$ cat src/rtl/life_pkg.sv
// Shared types and index helpers for the Game-of-Life grid engine.
package life_pkg;

  typedef enum logic [1:0] {
    IDLE  = 2'd0,
    PAUSE = 2'd1,
    RUN   = 2'd2,
    HALT  = 2'd3
  } state_e;

  // Flat bit index of cell (r,c) in a grid that is cols wide.
  function automatic int unsigned cell_idx(input int unsigned r,
                                           input int unsigned c,
                                           input int unsigned cols);
    return r * cols + c;
  endfunction

  // Wrap a possibly negative or overflowing coordinate into 0..n-1.
  function automatic int unsigned wrap_idx(input int i, input int unsigned n);
    int m;
    m = int'(n);
    return $unsigned(((i % m) + m) % m);
  endfunction

endpackage

$ cat src/rtl/life_next_gen.sv
// Combinational next-generation evaluator: applies the Life rule to every cell.
module life_next_gen
  import life_pkg::*;
#(
  parameter int unsigned ROWS  = 8,
  parameter int unsigned COLS  = 8,
  parameter int unsigned TORUS = 0
) (
  input  logic [ROWS*COLS-1:0] cur,
  output logic [ROWS*COLS-1:0] nxt
);

  localparam int unsigned N     = ROWS * COLS;
  localparam int unsigned IDX_W = $clog2(N);

  // True when (rr,cc) lies inside the grid; neighbours outside are dead unless wrapping.
  function automatic logic in_grid(input int rr, input int cc);
    return (rr >= 0) && (rr < int'(ROWS)) && (cc >= 0) && (cc < int'(COLS));
  endfunction

  for (genvar r = 0; r < int'(ROWS); r++) begin : g_row
    for (genvar c = 0; c < int'(COLS); c++) begin : g_col
      logic [3:0] cnt;

      // Count live neighbours of cell (r,c); index is always wrapped so it stays in range.
      always_comb begin
        cnt = 4'd0;
        for (int dr = -1; dr <= 1; dr++) begin
          for (int dc = -1; dc <= 1; dc++) begin
            if (((dr != 0) || (dc != 0)) && ((TORUS != 0) || in_grid(r + dr, c + dc))) begin
              cnt = cnt + 4'(cur[IDX_W'(cell_idx(wrap_idx(r + dr, ROWS),
                                                  wrap_idx(c + dc, COLS), COLS))]);
            end
          end
        end
      end

      assign nxt[r*COLS+c] = (cnt == 4'd3) || (cur[r*COLS+c] && (cnt == 4'd2));
    end
  end

endmodule

$ cat src/rtl/life_grid_engine.sv
// Game-of-Life generation engine: seed load, run/step control, generation
// counter and stable/extinct status around a combinational next-gen core.
module life_grid_engine
  import life_pkg::*;
#(
  parameter int unsigned ROWS     = 8,
  parameter int unsigned COLS     = 8,
  parameter int unsigned TORUS    = 0,
  parameter int unsigned STEP_DIV = 1,
  parameter int unsigned GEN_W    = 16
) (
  input  logic                 clk,
  input  logic                 reset,
  input  logic [ROWS*COLS-1:0] seed,
  input  logic                 load,
  input  logic                 run,
  input  logic                 step,
  output logic [ROWS*COLS-1:0] grid,
  output logic [GEN_W-1:0]     gen_count,
  output logic                 stable,
  output logic                 extinct,
  output logic                 changed
);

  localparam int unsigned N        = ROWS * COLS;
  localparam int unsigned DIV_W    = (STEP_DIV > 1) ? $clog2(STEP_DIV) : 1;
  localparam logic [DIV_W-1:0] DIV_LAST = DIV_W'(STEP_DIV - 1);

  state_e           state_q, state_d;
  logic [N-1:0]     grid_q, grid_d;
  logic [N-1:0]     next_grid;
  logic [GEN_W-1:0] gen_q, gen_d;
  logic [DIV_W-1:0] div_q, div_d;
  logic             stable_q, stable_d;
  logic             changed_q, changed_d;
  logic             do_gen;

  life_next_gen #(
    .ROWS (ROWS),
    .COLS (COLS),
    .TORUS(TORUS)
  ) u_next_gen (
    .cur(grid_q),
    .nxt(next_grid)
  );

  // Control FSM: load has priority, then run, then step; a generation update
  // moves to HALT when nothing changed or everything died.
  always_comb begin
    state_d   = state_q;
    grid_d    = grid_q;
    gen_d     = gen_q;
    div_d     = div_q;
    stable_d  = stable_q;
    changed_d = 1'b0;
    do_gen    = 1'b0;

    if (load) begin
      grid_d   = seed;
      gen_d    = '0;
      stable_d = 1'b0;
      div_d    = '0;
      state_d  = run ? RUN : PAUSE;
    end else begin
      case (state_q)
        PAUSE: begin
          if (run) begin
            state_d = RUN;
            div_d   = '0;
          end else if (step) begin
            do_gen = 1'b1;
          end
        end
        RUN: begin
          if (!run) begin
            state_d = PAUSE;
          end else if (div_q == DIV_LAST) begin
            do_gen = 1'b1;
            div_d  = '0;
          end else begin
            div_d = div_q + DIV_W'(1);
          end
        end
        default: ;
      endcase

      if (do_gen) begin
        grid_d    = next_grid;
        changed_d = 1'b1;
        gen_d     = (gen_q == '1) ? gen_q : gen_q + GEN_W'(1);
        stable_d  = (next_grid == grid_q);
        if ((next_grid == grid_q) || (next_grid == '0)) begin
          state_d = HALT;
        end
      end
    end
  end

  // State, grid and status registers.
  always_ff @(posedge clk or negedge reset) begin
    if (!reset) begin
      state_q   <= IDLE;
      grid_q    <= '0;
      gen_q     <= '0;
      div_q     <= '0;
      stable_q  <= 1'b0;
      changed_q <= 1'b0;
    end else begin
      state_q   <= state_d;
      grid_q    <= grid_d;
      gen_q     <= gen_d;
      div_q     <= div_d;
      stable_q  <= stable_d;
      changed_q <= changed_d;
    end
  end

  assign grid      = grid_q;
  assign gen_count = gen_q;
  assign stable    = stable_q;
  assign changed   = changed_q;
  assign extinct   = (grid_q == '0);

endmodule

$ cat config.mk
export PLATFORM = sky130hd
export DESIGN_NAME = life_grid_engine
export DESIGN_NICKNAME = d
export VERILOG_FILES = /design/src/rtl/life_pkg.sv /design/src/rtl/life_next_gen.sv /design/src/rtl/life_grid_engine.sv
export SDC_FILE = /design/constraint.sdc
export NUM_CORES = 1
export LEC_CHECK = 0
export BUFFER_PORTS_ARGS = -buffer_cell sky130_fd_sc_hd__buf_2
export CAP_MARGIN = 20
export CORE_MARGIN = 4
export CORE_UTILIZATION = 36
export CTS_BUF_LIST = sky130_fd_sc_hd__clkbuf_4
export CTS_CLUSTER_SIZE = 16
export DETAILED_ROUTE_END_ITERATION = 6
export PLACE_DENSITY = 0.53
export SLEW_MARGIN = 20
export SYNTH_ARGS = -nofsm -noshare
export SYNTH_HDL_FRONTEND = slang
export SYNTH_SLANG_ARGS = --single-unit
$ cat constraint.sdc
create_clock -name clk -period 6.4 [get_ports clk]
set_clock_uncertainty 0.15 [all_clocks]
set_input_delay 0.32 -clock clk [delete_from_list [all_inputs] [get_ports clk]]
set_output_delay 0.32 -clock clk [all_outputs]
set_load 0.01 [all_outputs]
# Word level (Yosys, flattened, before mapping)
# Index checks and enable logic that the tools add are counted.
# Widths: inputs -> output; s select.
# word_totals
wordCells,654
reg_bits,85
# classes
n_mux,27
eq_ne,135
n_addsub,351
n_reduce_logical,135
# ops
cell,n
$add 4x1->4,292
$eq 4x2->1 const B,128
$logic_not 64->1,2
$mux 64,2
$add 1x1->2,57
$logic_or 1x1->1,65
$eq 64x64->1,1
$logic_and 1x1->1,64
$mux 16,3
$add 16x1->16 const B,1
$eq 16x16->1 const B,1
$mux 1,13
$mux 2,6
$ne 3x3->1 const B,2
$pmux 1 s2,2
$pmux 2 s2,1
$reduce_and 3->1,1
$reduce_bool 3->1,1
$eq 2x1->1 const B,1
$eq 2x2->1 const B,1
$ne 2x2->1 const B,1
$reduce_and 2->1,1
$reduce_bool 2->1,1
$add 1x1->1 const B,1

# Depth between registers and ports, before layout
# Gate-level depths: netlist (run 1).
# logic_depth
depth_word,15
mapped_depth,17

# Hierarchy
# Synthesis (run 1) repeated with hierarchy kept, for this count alone.
# hier_totals
hier_cells,1354
area_unflattened_um2,12881.1
# modules_own_cells
module,n_inst,cells_each,area_each_um2
life_next_gen,1,825,7835.0
life_grid_engine,1,529,5046.1

# Least setup slack after synthesis (run 1)
# OpenSTA, ideal clock, no wires.
# synth_timing
path_kind,flip-flop to flip-flop
start,"reg grid_q[1], in the netlist grid[1]"
end,reg state_q[1]
required_time_ns,6.156
period_less_slack_ns,5.144
path_stages_with_launch,18
arrival_time_ns,4.900
setup_slack_ns,1.256
cell_sequence,dfrtp_1 > inv_1 > ha_1 > inv_1 > fa_1 > fa_1 > inv_1 > fa_1 > inv_1 > fa_1 > nor4b_1 > a21oi_2 > mux2i_1 > or4_1 > or4_1 > nor4_2 > nor4_1 > a211oi_1
# synth_via
elab_chain_cells,15
word_cells_on_any_way,51
classes_between,23 x add/sub; 11 x eq/ne; 3 x mux; 14 x reduce/logical
# synth_rtl
element,line_no,rtl
start: declaration,life_grid_engine.sv:30,"logic [N-1:0] grid_q, grid_d;"
start signal: assignment,life_grid_engine.sv:110,grid_q <= grid_d;
$add 1x1->2,life_next_gen.sv:31,"cnt = cnt + 4'(cur[IDX_W'(cell_idx(wrap_idx(r + dr, ROWS),"
$add 4x1->4 (6 in series),life_next_gen.sv:31,
$eq 4x2->1,life_next_gen.sv:38,assign nxt[r*COLS+c] = (cnt == 4'd3) || (cur[r*COLS+c] && (cnt == 4'd2));
$logic_and 1x1->1,life_next_gen.sv:38,
$logic_or 1x1->1,life_next_gen.sv:38,
$eq 64x64->1 or $logic_not 64->1 (tied branches),life_grid_engine.sv:92,if ((next_grid == grid_q) || (next_grid == '0)) begin
$logic_or 1x1->1 (*),life_grid_engine.sv:92,
$mux 2 (*),life_grid_engine.sv:92,
$mux 2 (*),life_grid_engine.sv:87,if (do_gen) begin
$mux 2 (*),life_grid_engine.sv:58,if (load) begin
named net state_d[1],life_grid_engine.sv:29,"state_e state_q, state_d;"
end signal: assignment,life_grid_engine.sv:109,state_q <= state_d;
end: declaration,life_grid_engine.sv:29,
# The timed path passes the listed nets; every way through them passes the cells marked *.
# A chain may end at the register's enable or synchronous reset.

# Worst setup path after layout (run 1)
# layout_timing
start,"reg grid_q[10], in the netlist grid[10]"
end,reg state_q[1]
# The elaborated chain is that of the path after synthesis.

==> flow_summary_export.csv, run 1 <==
group,metric,value,unit
clock_network,clockRootBuffer,"clkbuf_4",
floorplan,die-area,45110,um^2
timing,timing.final.ws_setup,0.5737,ns
routing,drt_iter0_markers,1016,
clock_network,cts_resized,0,
synthesis,syn_avg_cell_area,8.739,um^2
grt,grt_pass1_wl,90920,um
timing,rsz0062_at_grt,"false",
critical_path,end_kind,"flip-flop",
routing,routed_via_density,5.508,
timing,fin_crit,5.826,ns
clock_network,clockBufferDepth,2,
floorplan,dieWidth,212.4,um
synthesis,synth_edf_count,0,
place,dp_hpwl,49270,um
routing,dr_total_vias,13836,
place,gp_congestion,1.008,
floorplan,placeableCoreArea,41110,um^2
routing,firstDrtPassIters,5,
timing,setup_tns,0,ns
synthesis,synthCells,1721,
grt,grt_antenna_before_repair,3,
critical_path,cp.required,6.77,ns
grt,grt_max_degree,97,
synthesis,yosys.cell_types.count,66,
clock_network,cts.sinks,84,
clock_network,clk_latency,0.64,ns
clock_network,cts_tree,"done",
floorplan,num_io_pins,152,
clock_network,h-tree-depth,3,
cells_and_area,drive_above_1_share,11.89,%
synthesis,ys_seq_area_share,13.98,%
grt,grt_pass1_vias,14032,
floorplan,initial_core_util,36.59,%
worst_hold_path,hp-class,"input pin to flip-flop",
routing,drt_wl_total,60510,um
synthesis,synth_area,15040,um^2
routing,drc,0,
clock_network,path_clk_slew,0.21,ns
timing,finalHoldViolCount,0,
floorplan,placementRows,74,
synthesis,yosys_most_used_dff,"dfrtp_1",
grt,grt.overflow.total,0,
timing,finalSetupViolCount,0,
place,pre_cts_ws,0.6984,ns
timing,worst_pin_slew,0.9517,ns
critical_path,cp.arrival,6.20,ns
timing,finalCritPeriodShare,91.04,%
routing,ant_nets,0,
routing,routedWlPerCell,24.09,um
timing,final-max-slew-violation-count,0,
synthesis,synth-seq-cells,84,
critical_path,cp_max_fo,11,
synthesis,synth_warnings,0,
clock_network,cts_buffers,9,
synthesis,synth_nets,2178,
cells_and_area,fin_nets,2428,
grt,grt_usage,27.25,%
status,status,"complete, no violations",
flow_run,cap_violations,0,
timing,max-slew-margin-rel,36.56,%
floorplan,die_y,212.4,um
synthesis,async_flop_share,100.0,%
timing,fmax,171.6,MHz
critical_path,critPathKind,"flip-flop to flip-flop",
critical_path,cp-start-kind,"flip-flop",
place,port_buffers,151,
cells_and_area,areaGrowthSynthToFinish,16.91,%
state kept, by name, summed over array words and instances (netlist names):
register   count
grid          64
changed        1
stable         1
gen_count     16
state_q        2
cell usage after synthesis, types with 26 or more instances:
library cell	count	share of area, %
dfrtp_1	84	14
nor2_1	110	2.7
fa_1	196	26
nor3b_1	36	1.8
inv_1	367	9.2
a21oi_1	107	3.6
clkbuf_1	26	0.65
nor2b_1	36	1.5
o21ai_0	55	1.8
a21o_1	30	1.5
nand2b_1	33	1.4
nand2_1	96	2.4
a211oi_1	30	1.5
ha_1	192	16
critical path, cell delays in order (launching register included):
cell and delay [ns]:
dfrtp_1 0.72, inv_1 0.31, fa_1 0.53, fa_1 0.49, inv_1 0.05, fa_1 0.37, inv_1 0.08, fa_1 0.43
nor4b_1 0.40, a21oi_2 0.14, mux2i_1 0.18, or4_1 0.55, or4_1 0.45, nor4_2 0.31, buf_4 0.20, nor4_1 0.06
a211oi_1 0.28
final timing paths:
path	start	end	slack (ns)	cells after the start
max	grid[10]	state_q[1]	0.57	16
min	load	gen_count[2]	0.02	2
max reg2reg	grid[10]	state_q[1]	0.57	16
min reg2reg	gen_count[5]	gen_count[5]	0.44	2
max in group asynchronous	reset	grid[58]	4.09	4
min in group asynchronous	reset	grid[41]	0.51	3
per-stage QoR:
stage / area [um^2] / util (%) / std cells / hold WS, ns
CTS: 17570 / 42.75 / 2508 / 0.0005443
detailed placement: 16750 / 40.75 / 2424 / 0.1654
floorplan: 15040 / - / 1721 / -0.1256
global placement: 16750 / 40.75 / 2424 / 0.1584
finish: 17580 / 42.77 / 2512 / 0.02123
global route: 17580 / 42.77 / 2511 / 0.02957
metal layers:
metal,global-route usage (%),part of all wire (%)
met3,3.541,5.7
met1,39.53,46
met4,8.685,3.2
met5,0,0
met2,42.43,45
cell type report:
cell class	count	area, um^2
Antenna cell	4	10.01
Clock buffer	9	67.56
Clock inverter	7	73.82
Fill cell	4153	23530
Inverter	367	1378
Multi-Input combinational cell	1238	11450
Sequential cell	84	2102
Tap cell	532	665.6
Timing Repair Buffer	271	1836
kinds of logic (layout without fill, tap and decap cells):
group | Yosys count | in the layout | share of synthesized area (%)
muxes | 8 | 8 | 0.5574
and+or+nand+nor | 475 | 475 | 17.24
AOI/OAI and AO/OA | 353 | 353 | 15.39
DFF | 84 | 84 | 13.98
adders and majority gates | 388 | 388 | 42.06
other | 0 | 4 | 0
xor gates and xnor gates | 14 | 14 | 0.8153
buffers and inverters | 399 | 654 | 9.966
cells in the final DEF (no fill, tap or decap), types with 36 or more instances in the layout:
cell	synthesis	layout
a21oi_1	107	106
buf_2	1	149
buf_4	0	53
dfrtp_1	84	84
dlygate4sd3_1	0	68
fa_1	196	196
ha_1	192	192
inv_1	367	367
nand2_1	96	96
nor2_1	110	110
nor2b_1	36	36
nor3b_1	36	36
o21ai_0	55	55
what timing repair did:
action                                 4_1_cts  5_1_grt
endpoints found under the hold margin       92        0
hold buffers                                68        0
setup endpoints to repair                    0        0
buffers inserted                             0        0
Power of run 1 is left out: the tool's default activity adds up to more than one toggle a clock period on the data nets, which glitch-free logic cannot reach.
==> run 2, diff against run 1 <==
--- a/config.mk
+++ b/config.mk
@@ -7,12 +7,12 @@
 export LEC_CHECK = 0
 export BUFFER_PORTS_ARGS = -buffer_cell sky130_fd_sc_hd__buf_2
 export CAP_MARGIN = 20
-export CORE_MARGIN = 4
+export CORE_MARGIN = 3
 export CORE_UTILIZATION = 36
 export CTS_BUF_LIST = sky130_fd_sc_hd__clkbuf_4
 export CTS_CLUSTER_SIZE = 16
 export DETAILED_ROUTE_END_ITERATION = 6
-export PLACE_DENSITY = 0.53
+export PLACE_DENSITY = 0.55
 export SLEW_MARGIN = 20
 export SYNTH_ARGS = -nofsm -noshare
 export SYNTH_HDL_FRONTEND = slang
==> constraint.sdc (replaced) <==
create_clock -name clk -period 4.9 [get_ports clk]
set_clock_uncertainty 0.15 [all_clocks]
set_input_delay 0.245 -clock clk [delete_from_list [all_inputs] [get_ports clk]]
set_output_delay 0.245 -clock clk [all_outputs]
set_load 0.01 [all_outputs]
==> flow_summary_export.csv, run 2 (synthesis gave the netlist of run 1 again) <==
group,metric,value,unit
timing,fmax,197.4,MHz
routing,drt_wl_total,63340,um
grt,grt_pass1_vias,14892,
clock_network,cts.sinks,84,
timing,fin_crit,5.065,ns
floorplan,die_y,210.4,um
cells_and_area,final_core_util,46.60,%
grt,grt.overflow.total,0,
flow_run,cap_violations,0,
routing,routedWlPerCell,23.70,um
timing,timing.final.ws_setup,-0.1652,ns
cells_and_area,fin_nets,2589,
clock_network,clk_latency,0.66,ns
cells_and_area,drive_above_1_share,21.34,%
clock_network,path_clk_slew,0.22,ns
cells_and_area,areaGrowthSynthToFinish,27.08,%
critical_path,cp.arrival,5.51,ns
timing,setup_tns,-0.3868,ns
timing,max-slew-margin-rel,35.12,%
timing,finalCritPeriodShare,103.4,%
floorplan,die-area,44270,um^2
floorplan,placementRows,74,
floorplan,initial_core_util,36.67,%
routing,firstDrtPassIters,5,
worst_hold_path,hp-class,"input pin to flip-flop",
routing,ant_nets,0,
floorplan,placeableCoreArea,41020,um^2
timing,finalSetupViolCount,3,
place,dp_hpwl,52240,um
cells_and_area,final_cell_mix,"inv_1 (354), buf_4 (213), fa_1 (190)",
grt,grt_antenna_before_repair,4,
place,post_dp_cell_area,17910,um^2
timing,finalHoldViolCount,0,
floorplan,num_io_pins,152,
status,status,"finished with violations",
place,port_buffers,151,
clock_network,clockBufferDepth,2,
cells_and_area,final_common_cell,"inv_1",
grt,grt_pass1_wl,93530,um
grt,grt_max_degree,118,
timing,rsz0062_at_grt,"true",
critical_path,end_kind,"flip-flop",
critical_path,cp_max_fo,5,
critical_path,critPathKind,"flip-flop to flip-flop",
floorplan,dieWidth,210.4,um
routing,dr_total_vias,14507,
clock_network,clockRootBuffer,"clkbuf_4",
grt,grt_usage,28.76,%
critical_path,cp-start-kind,"flip-flop",
clock_network,cts_tree,"done",
routing,routed_via_density,5.427,
routing,drc,0,
clock_network,cts_buffers,9,
cells_and_area,final_cell_area,19110,um^2
clock_network,h-tree-depth,3,
cells_and_area,fill_cells,4096,
place,gp_congestion,0.9808,
cells_and_area,largest_reg_flops,64,
status,failed_checks,"setup timing",
routing,drt_iter0_markers,1335,
timing,worst_pin_slew,0.9732,ns
timing,final-max-slew-violation-count,0,
critical_path,cp.required,5.35,ns
-- run 2: cell types whose count changed in the layout (fill, tap and decap cells not counted), sizes merged --
cell         previous run  this run
dlygate4sd3            68        66
inv                   372       371
buf                   203       366
clkinvlp                0         1
-- run 2: cell type report --
type | instances | area, um^2 | area share, %
multi-input cells | 1238 | 11730 | 61.37
flip-flops and latches | 84 | 2107 | 11.02
clock buffers | 9 | 67.56 | 0.3535
inverters | 367 | 1384 | 7.240
diodes | 4 | 10.01 | 0.05237
well taps | 532 | 665.6 | 3.483
repair buffers | 432 | 3075 | 16.09
clock inverters | 7 | 73.82 | 0.3862
-- run 2: final timing paths --
kind                               from      endpoint  slack (ns)  cells past startpoint
min in group asynchronous         reset      grid[38]        0.05                      2
setup reg to reg               grid[21]    state_q[1]       -0.17                     17
max in group asynchronous         reset  gen_count[0]        3.53                      3
hold / removal                     load  gen_count[2]        0.02                      2
setup / recovery               grid[21]    state_q[1]       -0.17                     17
hold reg to reg            gen_count[5]  gen_count[5]        0.46                      2
-- run 2: worst max-delay path, cell delays in order (launching register included) --
cell	delay, ns
dfrtp_1	0.54
inv_1	0.24
ha_1	0.34
inv_1	0.05
fa_1	0.50
fa_1	0.51
inv_1	0.05
fa_1	0.38
inv_1	0.08
fa_1	0.41
a21oi_1	0.25
o211ai_1	0.12
nor4_1	0.26
nand4_1	0.24
nor4_2	0.36
buf_4	0.20
nor4_1	0.06
a211oi_1	0.24
-- run 2: layer usage --
metal / routed length [um] / GRT usage (%)
met2: 28100 / 44.80
met4: 2765 / 12.03
met3: 4496 / 5.730
met5: 11 / 0
met1: 27970 / 39.28
-- run 2: through the flow --
step                instances  setup WS (ns)  hold slack [ns]
floorplan                1721       0.001942          -0.2006
global placement         2576        -0.5844           0.2828
detailed placement       2576        -0.5305           0.2807
CTS                      2659      0.0005658         0.002425
global route             2671        -0.2979          0.03534
finish                   2673        -0.1652          0.02134
-- run 2: timing repair --
item / CTS / global route
setup buffers: 1 / 9
resized for setup: 36 / 32
pin swaps: 9 / 13
hold endpoints to repair: 116 / 0
endpoints found under the setup margin: 3 / 3
hold buffers: 66 / 0
Power of run 2 is left out for the same reason.
==> run 3, diff against run 2 <==
--- a/config.mk
+++ b/config.mk
@@ -5,14 +5,14 @@
 export SDC_FILE = /design/constraint.sdc
 export NUM_CORES = 1
 export LEC_CHECK = 0
-export BUFFER_PORTS_ARGS = -buffer_cell sky130_fd_sc_hd__buf_2
-export CAP_MARGIN = 20
+export CAP_MARGIN = 15
 export CORE_MARGIN = 3
 export CORE_UTILIZATION = 36
 export CTS_BUF_LIST = sky130_fd_sc_hd__clkbuf_4
 export CTS_CLUSTER_SIZE = 16
 export DETAILED_ROUTE_END_ITERATION = 6
-export PLACE_DENSITY = 0.55
+export DONT_BUFFER_PORTS = 1
+export PLACE_DENSITY = 0.5
 export SLEW_MARGIN = 20
 export SYNTH_ARGS = -nofsm -noshare
 export SYNTH_HDL_FRONTEND = slang
==> constraint.sdc (replaced) <==
create_clock -name clk -period 5.9 [get_ports clk]
set_clock_uncertainty 0.15 [all_clocks]
set_input_delay 0.295 -clock clk [delete_from_list [all_inputs] [get_ports clk]]
set_output_delay 0.295 -clock clk [all_outputs]
set_load 0.01 [all_outputs]
==> flow_summary_export.csv, run 3 (synthesis gave the netlist of run 1 again) <==
group,metric,value,unit
critical_path,cp.required,6.26,ns
place,gp_congestion,0.9792,
critical_path,reg2reg_from,"grid[39]",
timing,max-slew-margin-rel,30.11,%
grt,grt_max_degree,153,
cells_and_area,instances_no_fill,2392,
routing,drt_iter0_markers,1064,
clock_network,cts_tree,"done",
clock_network,clockRootBuffer,"clkbuf_4",
cells_and_area,areaGrowthSynthToFinish,13.93,%
clock_network,cts_buffers,9,
timing,rsz0062_at_grt,"false",
cells_and_area,largest_reg_flops,64,
cells_and_area,fin_nets,2309,
critical_path,cp-start-kind,"flip-flop",
floorplan,initial_core_util,36.67,%
timing,finalCritPeriodShare,94.66,%
clock_network,clk_latency,0.64,ns
place,dp_hpwl,50470,um
critical_path,cp-startpoint,"grid[39]",
routing,ant_nets,0,
flow_run,cap_violations,0,
place,dp.cells,2303,
clock_network,clockBufferDepth,2,
critical_path,slowest_stage,"a2111oi_0",
cells_and_area,drive_above_1_share,6.354,%
clock_network,post_cts_buffers,0,
routing,drc,0,
cells_and_area,fill_cells,4140,
place,port_buffers,0,
clock_network,cts.sinks,84,
floorplan,dieWidth,210.4,um
critical_path,reg2regPathDepth,17,
timing,fin_crit,5.585,ns
floorplan,die-area,44270,um^2
timing,worst_pin_slew,1.046,ns
critical_path,r2r_end,"state_q[0]",
critical_path,end_kind,"flip-flop",
routing,dr_total_vias,13380,
grt,grt_pass1_vias,13528,
routing,routedWlPerCell,25.98,um
timing,finalSetupViolCount,0,
routing,drt_wl_total,62140,um
routing,routed_via_density,5.594,
critical_path,path_cells,"inv_1 -> fa_1 -> fa_1 -> inv_1 -> fa_1 -> inv_1 -> fa_1 -> nor3b_2 -> a311oi_1 -> a311o_1 -> a2111oi_0 -> buf_4 -> nand4_1 -> nor4_2 -> buf_4 -> nor4_1 -> a211oi_1",
grt,grt_pass1_wl,92320,um
clock_network,path_clk_slew,0.22,ns
status,status,"complete, no violations",
cells_and_area,final_cell_mix,"inv_1 (367), fa_1 (196), ha_1 (192)",
floorplan,placementRows,74,
critical_path,cpMostUsedCell,"fa_1",
critical_path,crit_path_max_incr_delay,0.54,ns
routing,firstDrtPassIters,6,
critical_path,ff2ff_setup_slack,0.31,ns
floorplan,placeableCoreArea,41020,um^2
critical_path,cp-endpoint,"state_q[0]",
floorplan,die_y,210.4,um
grt,grt_antenna_before_repair,5,
timing,final-max-slew-violation-count,0,
worst_hold_path,hp-class,"input pin to asynchronous set/reset pin",
floorplan,num_io_pins,152,
timing,fmax,179.0,MHz
cells_and_area,final_common_cell,"inv_1",
critical_path,cp_max_fo,7,
clock_network,h-tree-depth,3,
critical_path,critPathKind,"flip-flop to flip-flop",
grt,grt_usage,28.41,%
grt,grt.overflow.total,0,
critical_path,cp.arrival,5.95,ns
timing,setup_tns,0,ns
cells_and_area,final_core_util,41.78,%
timing,finalHoldViolCount,0,
## run 3: cell types whose count changed in the layout (fill, tap and decap cells not counted), moves of 4 or more
cell | before | now
inv_1 | 354 | 367
fa_1 | 190 | 196
a2111oi_0 | 4 | 8
inv_2 | 11 | 0
dfrtp_2 | 4 | 0
nor3b_2 | 7 | 1
nor4b_1 | 7 | 13
nor3b_1 | 29 | 35
dfrtp_1 | 80 | 84
buf_4 | 213 | 81
fa_2 | 6 | 0
nor4b_2 | 5 | 0
buf_2 | 149 | 0
## run 3: critical path, delay by kind of cell, from the launching register on
family	cells	cell delay (ns)
compound gates	4	1.25
fa+ha+maj	4	1.82
buf+inv	5	0.93
flops	1	0.50
simple gates	4	0.86
## run 3: stage by stage
stage | hold WS (ns) | setup WS, ns | area [um^2]
after floorplan | -0.1506 | 0.7563 | 15040
after global placement | -0.1467 | 0.4084 | 16230
after detailed placement | -0.1470 | 0.2479 | 16230
after CTS | 0.09378 | 0.1873 | 17120
after global routing | 0.08554 | 0.09735 | 17140
final | 0.07810 | 0.3149 | 17140
## run 3: timing repair
item,CTS,global route
gates resized for setup,0,1
endpoints found under the hold margin,168,0
endpoints found under the setup margin,0,2
hold buffers,70,0
## run 3: worst min-delay path by stage
| stage | endpoint | cells after the start | from | slack (ns) |
|---|---|---|---|---|
| floorplan | changed | 0 | reset | -0.15 |
| global placement | grid[45] | 0 | reset | -0.15 |
| detailed placement | grid[45] | 0 | reset | -0.15 |
| CTS | grid[20] | 2 | reset | 0.09 |
| global route | grid[37] | 2 | reset | 0.09 |
| finish | grid[37] | 2 | reset | 0.08 |
## run 3: cell type report
class                      count  area, um^2  area share [%]
antenna                        3       7.507         0.04381
timing repair buffer         152        1364           7.959
tap                          532       665.6           3.884
clock buffer                   9       67.56          0.3943
inverter                     367        1378           8.039
clock inverter                 7       88.84          0.5184
sequential                    84        2102           12.27
multi-input combinational   1238       11460           66.90
## run 3: per-layer routing
| metal | wire [um] | up-vias | track usage [%] |
|---|---|---|---|
| met5 | 7 | - | 0 |
| met4 | 1333 | 2 | 6.790 |
| met3 | 4917 | 68 | 5.819 |
| met2 | 28660 | 484 | 45.59 |
| met1 | 27230 | 6744 | 39.67 |
| li1 | - | 6082 | - |
Power of run 3 is left out for the same reason.
